File: src/rtl/shift_deserializer.sv
// LSB-first serial-to-parallel collector with a registered valid/ready word output
// and a sticky overrun flag for words dropped under backpressure.
module shift_deserializer #(
   parameter int unsigned WIDTH = 4
) (
   input  logic                       clk,
   input  logic                       rst,
   input  logic                       enable,
   input  logic                       din,
   input  logic                       flush,
   input  logic                       out_ready,
   output logic [WIDTH-1:0]           out_data,
   output logic                       out_valid,
   output logic                       overrun,
   output logic [$clog2(WIDTH)-1:0]   bit_cnt
);

   localparam int unsigned CW = $clog2(WIDTH);

   logic [WIDTH-1:0] sh;
   logic [WIDTH-1:0] word_c;
   logic             capture_c;
   logic             last_c;
   logic             complete_c;
   logic             accept_c;

   logic [WIDTH-1:0] sh_nxt;
   logic [CW-1:0]    bit_cnt_nxt;
   logic [WIDTH-1:0] out_data_nxt;
   logic             out_valid_nxt;
   logic             overrun_nxt;

   assign word_c     = {din, sh[WIDTH-1:1]};
   assign capture_c  = enable & ~flush;
   assign last_c     = (bit_cnt == CW'(WIDTH - 1));
   assign complete_c = capture_c & last_c;
   // A completed word is taken if the output slot is empty or drains on this edge.
   assign accept_c   = ~out_valid | out_ready;

   // Next-state for the shifter, counter and output handshake.
   always_comb begin
      sh_nxt        = sh;
      bit_cnt_nxt   = bit_cnt;
      out_data_nxt  = out_data;
      out_valid_nxt = out_valid;
      overrun_nxt   = overrun;

      if (flush) begin
         sh_nxt      = '0;
         bit_cnt_nxt = '0;
         overrun_nxt = 1'b0;
      end else if (enable) begin
         sh_nxt      = word_c;
         bit_cnt_nxt = last_c ? '0 : bit_cnt + CW'(1);
      end

      if (complete_c) begin
         if (accept_c) begin
            out_data_nxt  = word_c;
            out_valid_nxt = 1'b1;
         end else begin
            overrun_nxt = 1'b1;
         end
      end else if (out_valid && out_ready) begin
         out_valid_nxt = 1'b0;
      end
   end

   // State registers; reset is asynchronous and active-low.
   always_ff @(posedge clk or negedge rst) begin
      if (!rst) begin
         sh        <= '0;
         bit_cnt   <= '0;
         out_data  <= '0;
         out_valid <= 1'b0;
         overrun   <= 1'b0;
      end else begin
         sh        <= sh_nxt;
         bit_cnt   <= bit_cnt_nxt;
         out_data  <= out_data_nxt;
         out_valid <= out_valid_nxt;
         overrun   <= overrun_nxt;
      end
   end

endmodule

File: config.mk
export PLATFORM = sky130hd
export DESIGN_NAME = shift_deserializer
export DESIGN_NICKNAME = d
export VERILOG_FILES = /design/src/rtl/shift_deserializer.sv
export SDC_FILE = /design/constraint.sdc
export NUM_CORES = 1
export LEC_CHECK = 0
export CORE_AREA = 2 2 39 41
export DETAILED_ROUTE_END_ITERATION = 8
export DIE_AREA = 0 0 41 43
export SYNTH_ARGS = -nofsm -noshare
export SYNTH_HDL_FRONTEND = slang
export SYNTH_SLANG_ARGS = --single-unit
File: constraint.sdc
create_clock -name clk -period 3.8 [get_ports clk]
set_clock_uncertainty 0.05 [all_clocks]
set_input_delay 0.57 -clock clk [delete_from_list [all_inputs] [get_ports clk]]
set_output_delay 0.57 -clock clk [all_outputs]
set_load 0.02 [all_outputs]
# After elaboration in Yosys (flattened, before gate mapping)
# Index checks and enable logic that the tools add are counted.
# totals
ff_bits	12
output_inout_bits	8
word_cells	29
# op_classes
add_sub_neg	1
n_eq_ne	2
mux	11
bitwise	5
reduce_logical	5
# ops
cell	n
two-way mux 4 bit	2
two-way mux 1 bit	6
two-way mux 2 bit	3
AND reduction 2 bit	2
nonzero test 2 bit	2
adder 2 x 1 -> 2 bit (second input constant)	1
bitwise AND 1 bit	2
equality test 2 bit (second input constant)	1
!= test 2 x 1 -> 1 bit (second input constant)	1
inverter 1 bit	2
logical AND 1 bit	1
OR 1 bit	1

# Logic depth before layout (Yosys ltp)
# Gate-level depths: netlist (run 1).
# logic_depth
word_depth	5
depth_mapped	4
depth_no_buf	4

# Worst setup path after synthesis (run 1)
# No wires, ideal clock.
# synth_path
path_kind	reg2reg
from	reg bit_cnt[0]
to	reg out_data[0]
setup_ns	0.125
arrival_ns	1.319
setup_slack_ns	2.306
path_stages_with_launch	5
path_buffers	0
period_less_slack_ns	1.494
cell_sequence	dfrtp_1 -> ha_1 -> nand2_4 -> nor3_4 -> mux2_4
# synth_between
elab_chain_cells	3
# synth_rtl
element	line_no	rtl
from (decl)	15	output logic [$clog2(WIDTH)-1:0] bit_cnt
from (signal assigned)	79	bit_cnt <= bit_cnt_nxt;
equality test 2 bit	35	assign last_c = (bit_cnt == CW'(WIDTH - 1));
bitwise AND 1 bit	36	assign complete_c = capture_c & last_c;
AND reduction 2 bit (no source line)	-	
to (signal assigned)	80	out_data <= out_data_nxt;
to (decl)	12	output logic [WIDTH-1:0] out_data,
# No other way between the ends.
# A chain may end at the register's enable or synchronous reset.

# Final worst setup path (run 1)
# layout_path
from	reg bit_cnt[0]
to	out bit_cnt[0]
# No word-level cell between the ends.

==> impl_metrics.csv, run 1 <==
group,metric,value,unit
worst_setup_path,start_kind,"flop",
floorplan,die_area,1763,µm²
detailed_routing,drtIter0Drc,1,
sta,worst_pin_slew,488.3,ps
sta,layout_setup_ws,1889,ps
synthesis,yosysUniqueCellTypes,12,
worst_setup_path,slowest_delay,630,ps
grt,grt_antenna_before_repair,0,
sta,max-slew-margin-rel,67.34,%
layout,stdcell_count,65,
grt,track_usage,13.53,%
grt,gr-usage-met1,16.11,%
synthesis,yosysTopAreaCell,"dfrtp_1",
grt,grt_util_met2,17.19,%
detailed_routing,drc,0,
worst_hold_path,min_path_cells,2,
worst_setup_path,critical_path_class,"reg2out",
run_status,status,"complete, no violations",
sta,finalSetupViolCount,0,
power_and_ir_drop,combPwrFrac,17.3,%
power_and_ir_drop,irDropWorstVdd,0.1962,mV
power_and_ir_drop,power_frac_clock,31.2,%
synthesis,yosysWarnings,0,
floorplan,die_x,41,µm
worst_setup_path,worstPathMaxFanout,3,
worst_setup_path,worst-endpoint-required,3180,ps
sta,hold_viol,0,
power_and_ir_drop,switchingPower,64.64,µW
floorplan,core,1384,µm²
floorplan,io_pins,14,
clock_tree,cts_resized,0,
sta,fin_crit_sh,50.29,%
clock_tree,cts_tree,"done",
clock_tree,cts_buffer_depth,2,
synthesis,syn_area,496.7,µm²
synthesis,syn_area_per_cell,14.61,µm²
synthesis,ys_top_cells_by_area,"dfrtp_1, mux2_4, mux2i_1",
clock_tree,cts_sinks,11,
grt,grt_max_degree,12,
worst_setup_path,reg2reg_from,"bit_cnt[0]$_DFFE_PN0P_",
synthesis,synth_seq_cells,11,
sta,drv_slew,0,
detailed_routing,wire_per_inst,12.92,µm
clock_tree,numCtsBuffers,3,
layout,area_growth_syn_to_layout,31.23,%
grt,use_met3,7.853,%
floorplan,die_h,43,µm
worst_setup_path,worstPathArrival,1290,ps
placed_design,place_congestion,0.8004,
clock_tree,root_buffer,"clkbuf_4",
power_and_ir_drop,power_frac_seq,51.5,%
worst_setup_path,r2r_cells,4,
worst_setup_path,cp_cell_sequence,"clkdlybuf4s50_1",
layout,n_antenna_cell,0,
power_and_ir_drop,sw_frac_of_total,25.79,%
synthesis,async_flop_share,100.0,%
layout,nets,57,
power_and_ir_drop,leakage,0.0003020,µW
worst_setup_path,critPathCaptureType,"output port",
sta,layout_min_cycle_time,1911,ps
worst_setup_path,endpoint,"bit_cnt[0]",
grt,grt_pass1_vias,312,
synthesis,synth_ff_type,"dfrtp_1",
worst_setup_path,path_buf_inv,1,
layout,drive_gt1_share,22.45,%
sta,rsz0062_at_grt,"no",
floorplan,row_count,14,
detailed_routing,drt_first_pass_iters,3,
worst_hold_path,min_path_type,"reg2reg",
synthesis,synth.top_cell.area_share,55.42,%
placed_design,placed_cells,61,
worst_setup_path,r2r-end,"out_data[2]$_DFFE_PN0P_",
worst_setup_path,cp_top_family,"buffers and inverters",
sta,fin_tns_setup,0,ps
clock_tree,htreeDepth,1,
grt,grt_first_pass_wirelength,1.414,mm
clock_tree,postCtsSetupRepairBufs,0,
clock_tree,clkTransAtPathRegs,80,ps
sta,hold_ws,451.2,ps
placed_design,port_buffers,13,
detailed_routing,ant_nets,0,
worst_setup_path,rrSetupSlack,2340,ps
placed_design,dp_slack,1650,ps
layout,fin_util,47.11,%
synthesis,syn_nets,41,
layout,fillers,131,
power_and_ir_drop,internal-power,186.0,µW
run,max_cap_viol_count,0,
power_and_ir_drop,power.density,384.5,nW/µm²
sta,fmax,0.5232,GHz
detailed_routing,via_count,308,
worst_setup_path,startpoint,"bit_cnt[0]$_DFFE_PN0P_",
synthesis,synth.most_common_cell,"dfrtp_1",
clock_tree,insertion_delay,270,ps
detailed_routing,drt-vias-per-instance,4.738,
floorplan,start_util,35.90,%
grt,top_usage_layer,"met2",
detailed_routing,wl,840,µm
synthesis,synthCells,34,
synthesis,ys_seq_area_share,55.42,%
clock_tree,ctsHoldBuffers,0,
worst_setup_path,critPathSlowestCell,"clkdlybuf4s50_1",
grt,grt_overflow,0,
synthesis,synth_common_cells,"dfrtp_1, nor2_1, mux2_4, mux2i_1, buf_6",
worst_setup_path,cp.depth,1,
synthesis,synth-edff-count,0,
## worst register-to-register path, stage by stage (launching register included)
cell and delay, ps:
dfrtp_1 390, ha_1 230, nand2_4 70, nor3_4 260
mux2_4 330
## how the worst min path moves through the flow
stage | startpoint | endpoint
after floorplan | rst | bit_cnt[0]$_DFFE_PN0P_
after CTS | overrun$_DFF_PN0_ | overrun$_DFF_PN0_
after global routing | out_data[0]$_DFFE_PN0P_ | out_data[0]$_DFFE_PN0P_
after detailed placement | overrun$_DFF_PN0_ | overrun$_DFF_PN0_
after global placement | overrun$_DFF_PN0_ | overrun$_DFF_PN0_
final | overrun$_DFF_PN0_ | overrun$_DFF_PN0_
## area by class of cell
cell class,instances,area (µm²),share of cell area (%)
clock buffer,3,22.52,3.455
clock inverter,1,5.005,0.7678
multi-input combinational,21,198.9,30.52
sequential,11,275.3,42.23
tap,16,20.02,3.071
timing repair buffer,13,130.1,19.96
## flip-flops by register name, indices dropped and copies added, names as in the netlist
name       flops
out_valid      1
overrun        1
sh             3
bit_cnt        2
out_data       4
## placed cells by master (no fill, tap or decap)
master,n
ha_1,1
nor2_1,6
clkbuf_4,3
o21bai_1,1
nor3_4,1
clkinv_2,1
dfrtp_1,11
mux2_4,4
a31oi_1,1
clkdlybuf4s50_1,13
xnor2_1,1
nor2b_4,1
mux2i_1,4
nand2_4,1
## through the flow
stage	power, µW	instance area [µm²]
after global routing	270.1	651.9
after CTS	256.3	651.9
final	250.6	651.9
after global placement	174.1	624.3
after floorplan	154.4	496.7
after detailed placement	174.9	624.3
## kinds of logic after synthesis
group,count (synthesis),share of synthesized area [%]
AO/OA/AOI/OAI,2,2.772
XOR/XNOR,1,1.764
adder cells (fa/ha/maj),1,2.518
buffers and inverters,2,4.534
flip-flops,11,55.41
multiplexers,8,20.15
AND/OR/NAND/NOR,9,12.85
## power groups by stage
stage | Clock [µW] | Sequential [µW] | Combinational [µW]
6_report | 78.3 | 129 | 43.4
5_1_grt | 93.4 | 130 | 46.5
4_1_cts | 82.8 | 129 | 44.3
3_5_place_dp | 0 | 131 | 43.9
3_3_place_gp | 0 | 131 | 43.2
2_1_floorplan | 0 | 137 | 17.2
## per-layer routing
layer  part of all wire, %  routed length, µm
met1                    44                366
met2                    50                422
met3                   6.1                 51
met4                     0                  0
met5                     0                  0
Note: power is estimated with default switching activity, not from simulation.
==> inputs of run 2 (changes only) <==
--- a/config.mk
+++ b/config.mk
@@ -8,6 +8,7 @@
 export CORE_AREA = 2 2 39 41
 export DETAILED_ROUTE_END_ITERATION = 8
 export DIE_AREA = 0 0 41 43
+export PLACE_DENSITY = 0.67
 export SYNTH_ARGS = -nofsm -noshare
 export SYNTH_HDL_FRONTEND = slang
 export SYNTH_SLANG_ARGS = --single-unit
==> constraint.sdc (replaced) <==
create_clock -name clk -period 1.6 [get_ports clk]
set_clock_uncertainty 0.05 [all_clocks]
set_input_delay 0.24 -clock clk [delete_from_list [all_inputs] [get_ports clk]]
set_output_delay 0.24 -clock clk [all_outputs]
set_load 0.02 [all_outputs]
==> impl_metrics.csv, run 2 (same netlist as run 1, synthesis figures left out) <==
group,metric,value,unit
worst_setup_path,slowest_delay,620,ps
clock_tree,cts_buffer_depth,2,
layout,layout_common_cells,"clkdlybuf4s50_1, dfrtp_1, nor2_1, mux2i_1, mux2_4",
worst_setup_path,critPathSlowestCell,"clkdlybuf4s50_1",
power_and_ir_drop,combPwrFrac,17.9,%
sta,max-slew-margin-rel,67.90,%
power_and_ir_drop,leakage,0.0003143,µW
floorplan,row_count,14,
layout,nets,60,
grt,grt_first_pass_wirelength,1.311,mm
power_and_ir_drop,switchingPower,139.2,µW
grt,track_usage,11.35,%
detailed_routing,ant_nets,0,
layout,largest_register_ffs,4,
floorplan,io_pins,14,
clock_tree,ctsHoldBuffers,0,
clock_tree,postCtsSetupRepairBufs,0,
worst_hold_path,min_path_type,"in2async",
run_status,status,"complete, no violations",
layout,regArea,275.3,µm²
layout,final_cell_area,673.1,µm²
detailed_routing,drtIter0Drc,3,
sta,fin_tns_setup,0,ps
layout,fillers,134,
sta,rsz0062_at_grt,"no",
clock_tree,numCtsBuffers,3,
layout,reg_top3,"out_data: 4 flops, sh: 3 flops, bit_cnt: 2 flops",
power_and_ir_drop,internal-power,449.1,µW
grt,grt_overflow,0,
worst_setup_path,r2r-end,"out_data[1]$_DFFE_PN0P_",
floorplan,die_h,43,µm
detailed_routing,drt-vias-per-instance,4.397,
sta,hold_ws,255.4,ps
worst_setup_path,critPathCaptureType,"output port",
power_and_ir_drop,sw_frac_of_total,23.66,%
sta,fmax,0.6451,GHz
worst_setup_path,rrSetupSlack,180,ps
sta,drv_slew,0,
layout,drive_gt1_share,25.00,%
sta,hold_viol,0,
power_and_ir_drop,power_frac_clock,30.2,%
worst_setup_path,worstPathArrival,1260,ps
clock_tree,clkTransAtPathRegs,60,ps
clock_tree,cts_tree,"done",
layout,top_register,"out_data",
worst_setup_path,worst-endpoint-required,1310,ps
detailed_routing,drc,0,
placed_design,place_hpwl,616.2,µm
worst_setup_path,start_kind,"flop",
clock_tree,cts_resized,0,
floorplan,core,1384,µm²
layout,multiInputGateArea,198.9,µm²
sta,worst_pin_slew,479.9,ps
grt,grt_pass1_vias,310,
power_and_ir_drop,irDropWorstVdd,0.5155,mV
worst_setup_path,worstPathMaxFanout,3,
worst_setup_path,path_buf_inv,1,
detailed_routing,drt_first_pass_iters,2,
floorplan,die_area,1763,µm²
layout,area_growth_syn_to_layout,35.52,%
worst_setup_path,cp_top_family,"buffers and inverters",
worst_setup_path,r2r_cells,4,
clock_tree,insertion_delay,260,ps
worst_setup_path,cp_cell_sequence,"clkdlybuf4s50_1",
detailed_routing,wl,753,µm
detailed_routing,via_count,299,
power_and_ir_drop,power.density,873.9,nW/µm²
placed_design,port_buffers,13,
worst_setup_path,critical_path_class,"reg2out",
placed_design,place_congestion,0.6965,
detailed_routing,wire_per_inst,11.07,µm
grt,grt_max_degree,12,
clock_tree,htreeDepth,1,
clock_tree,cts_sinks,11,
clock_tree,root_buffer,"clkbuf_4",
floorplan,die_x,41,µm
layout,final_common_cell,"clkdlybuf4s50_1",
sta,fin_crit_sh,96.89,%
floorplan,start_util,35.90,%
power_and_ir_drop,power_frac_seq,51.9,%
sta,layout_setup_ws,49.76,ps
run,max_cap_viol_count,0,
placed_design,dp_slack,-1.534,ps
sta,finalSetupViolCount,0,
layout,n_antenna_cell,0,
grt,grt_antenna_before_repair,0,
placed_design,placed_area,646.9,µm²
sta,layout_min_cycle_time,1550,ps
worst_setup_path,reg2reg_from,"bit_cnt[0]$_DFFE_PN0P_",
[run 2: cell types whose count changed in the layout (fill, tap and decap cells not counted), sizes merged]
cell    previous run  this run
buf                0         3
clkbuf             3         4
clkinv             1         0
[run 2: cell type report]
| class | count | area share, % |
|---|---|---|
| clock buffers | 4 | 3.903 |
| multi-input cells | 21 | 29.55 |
| flip-flops and latches | 11 | 40.89 |
| repair buffers | 16 | 22.68 |
| well taps | 16 | 2.974 |
[run 2: how the worst max path moves through the flow]
stage,from,endpoint,slack [ps],cells after the start
floorplan,bit_cnt[0]$_DFFE_PN0P_,out_data[0]$_DFFE_PN0P_,110,4
global placement,out_ready,out_data[2]$_DFFE_PN0P_,1,4
detailed placement,out_ready,out_data[3]$_DFFE_PN0P_,-2,4
CTS,bit_cnt[0]$_DFFE_PN0P_,bit_cnt[0],30,1
global route,bit_cnt[0]$_DFFE_PN0P_,bit_cnt[0],8,1
finish,bit_cnt[0]$_DFFE_PN0P_,bit_cnt[0],50,1
[run 2: through the flow]
step                      util, %  instances  power, µW
after floorplan                 -         34      366.8
after global placement      46.75         64      417.6
after detailed placement    46.75         64      417.7
after CTS                   48.64         68      600.5
after global routing        48.64         68      624.7
final                       48.64         68      588.3
[run 2: per-layer routing]
layer / vias to the layer above / wire length (µm) / GRT usage, %
met5: - / 0 / 0
met2: 9 / 341 / 15.63
met4: 0 / 0 / 2.000
met3: 0 / 50 / 7.853
met1: 140 / 361 / 14.57
li1: 150 / - / -
[run 2: power groups by stage]
stage / Clock (µW) / Sequential [µW] / Combinational (µW)
after floorplan: 0 / 326 / 40.8
after global placement: 0 / 311 / 107
after detailed placement: 0 / 311 / 107
after CTS: 187 / 306 / 107
after global routing: 202 / 308 / 115
final: 177 / 305 / 106
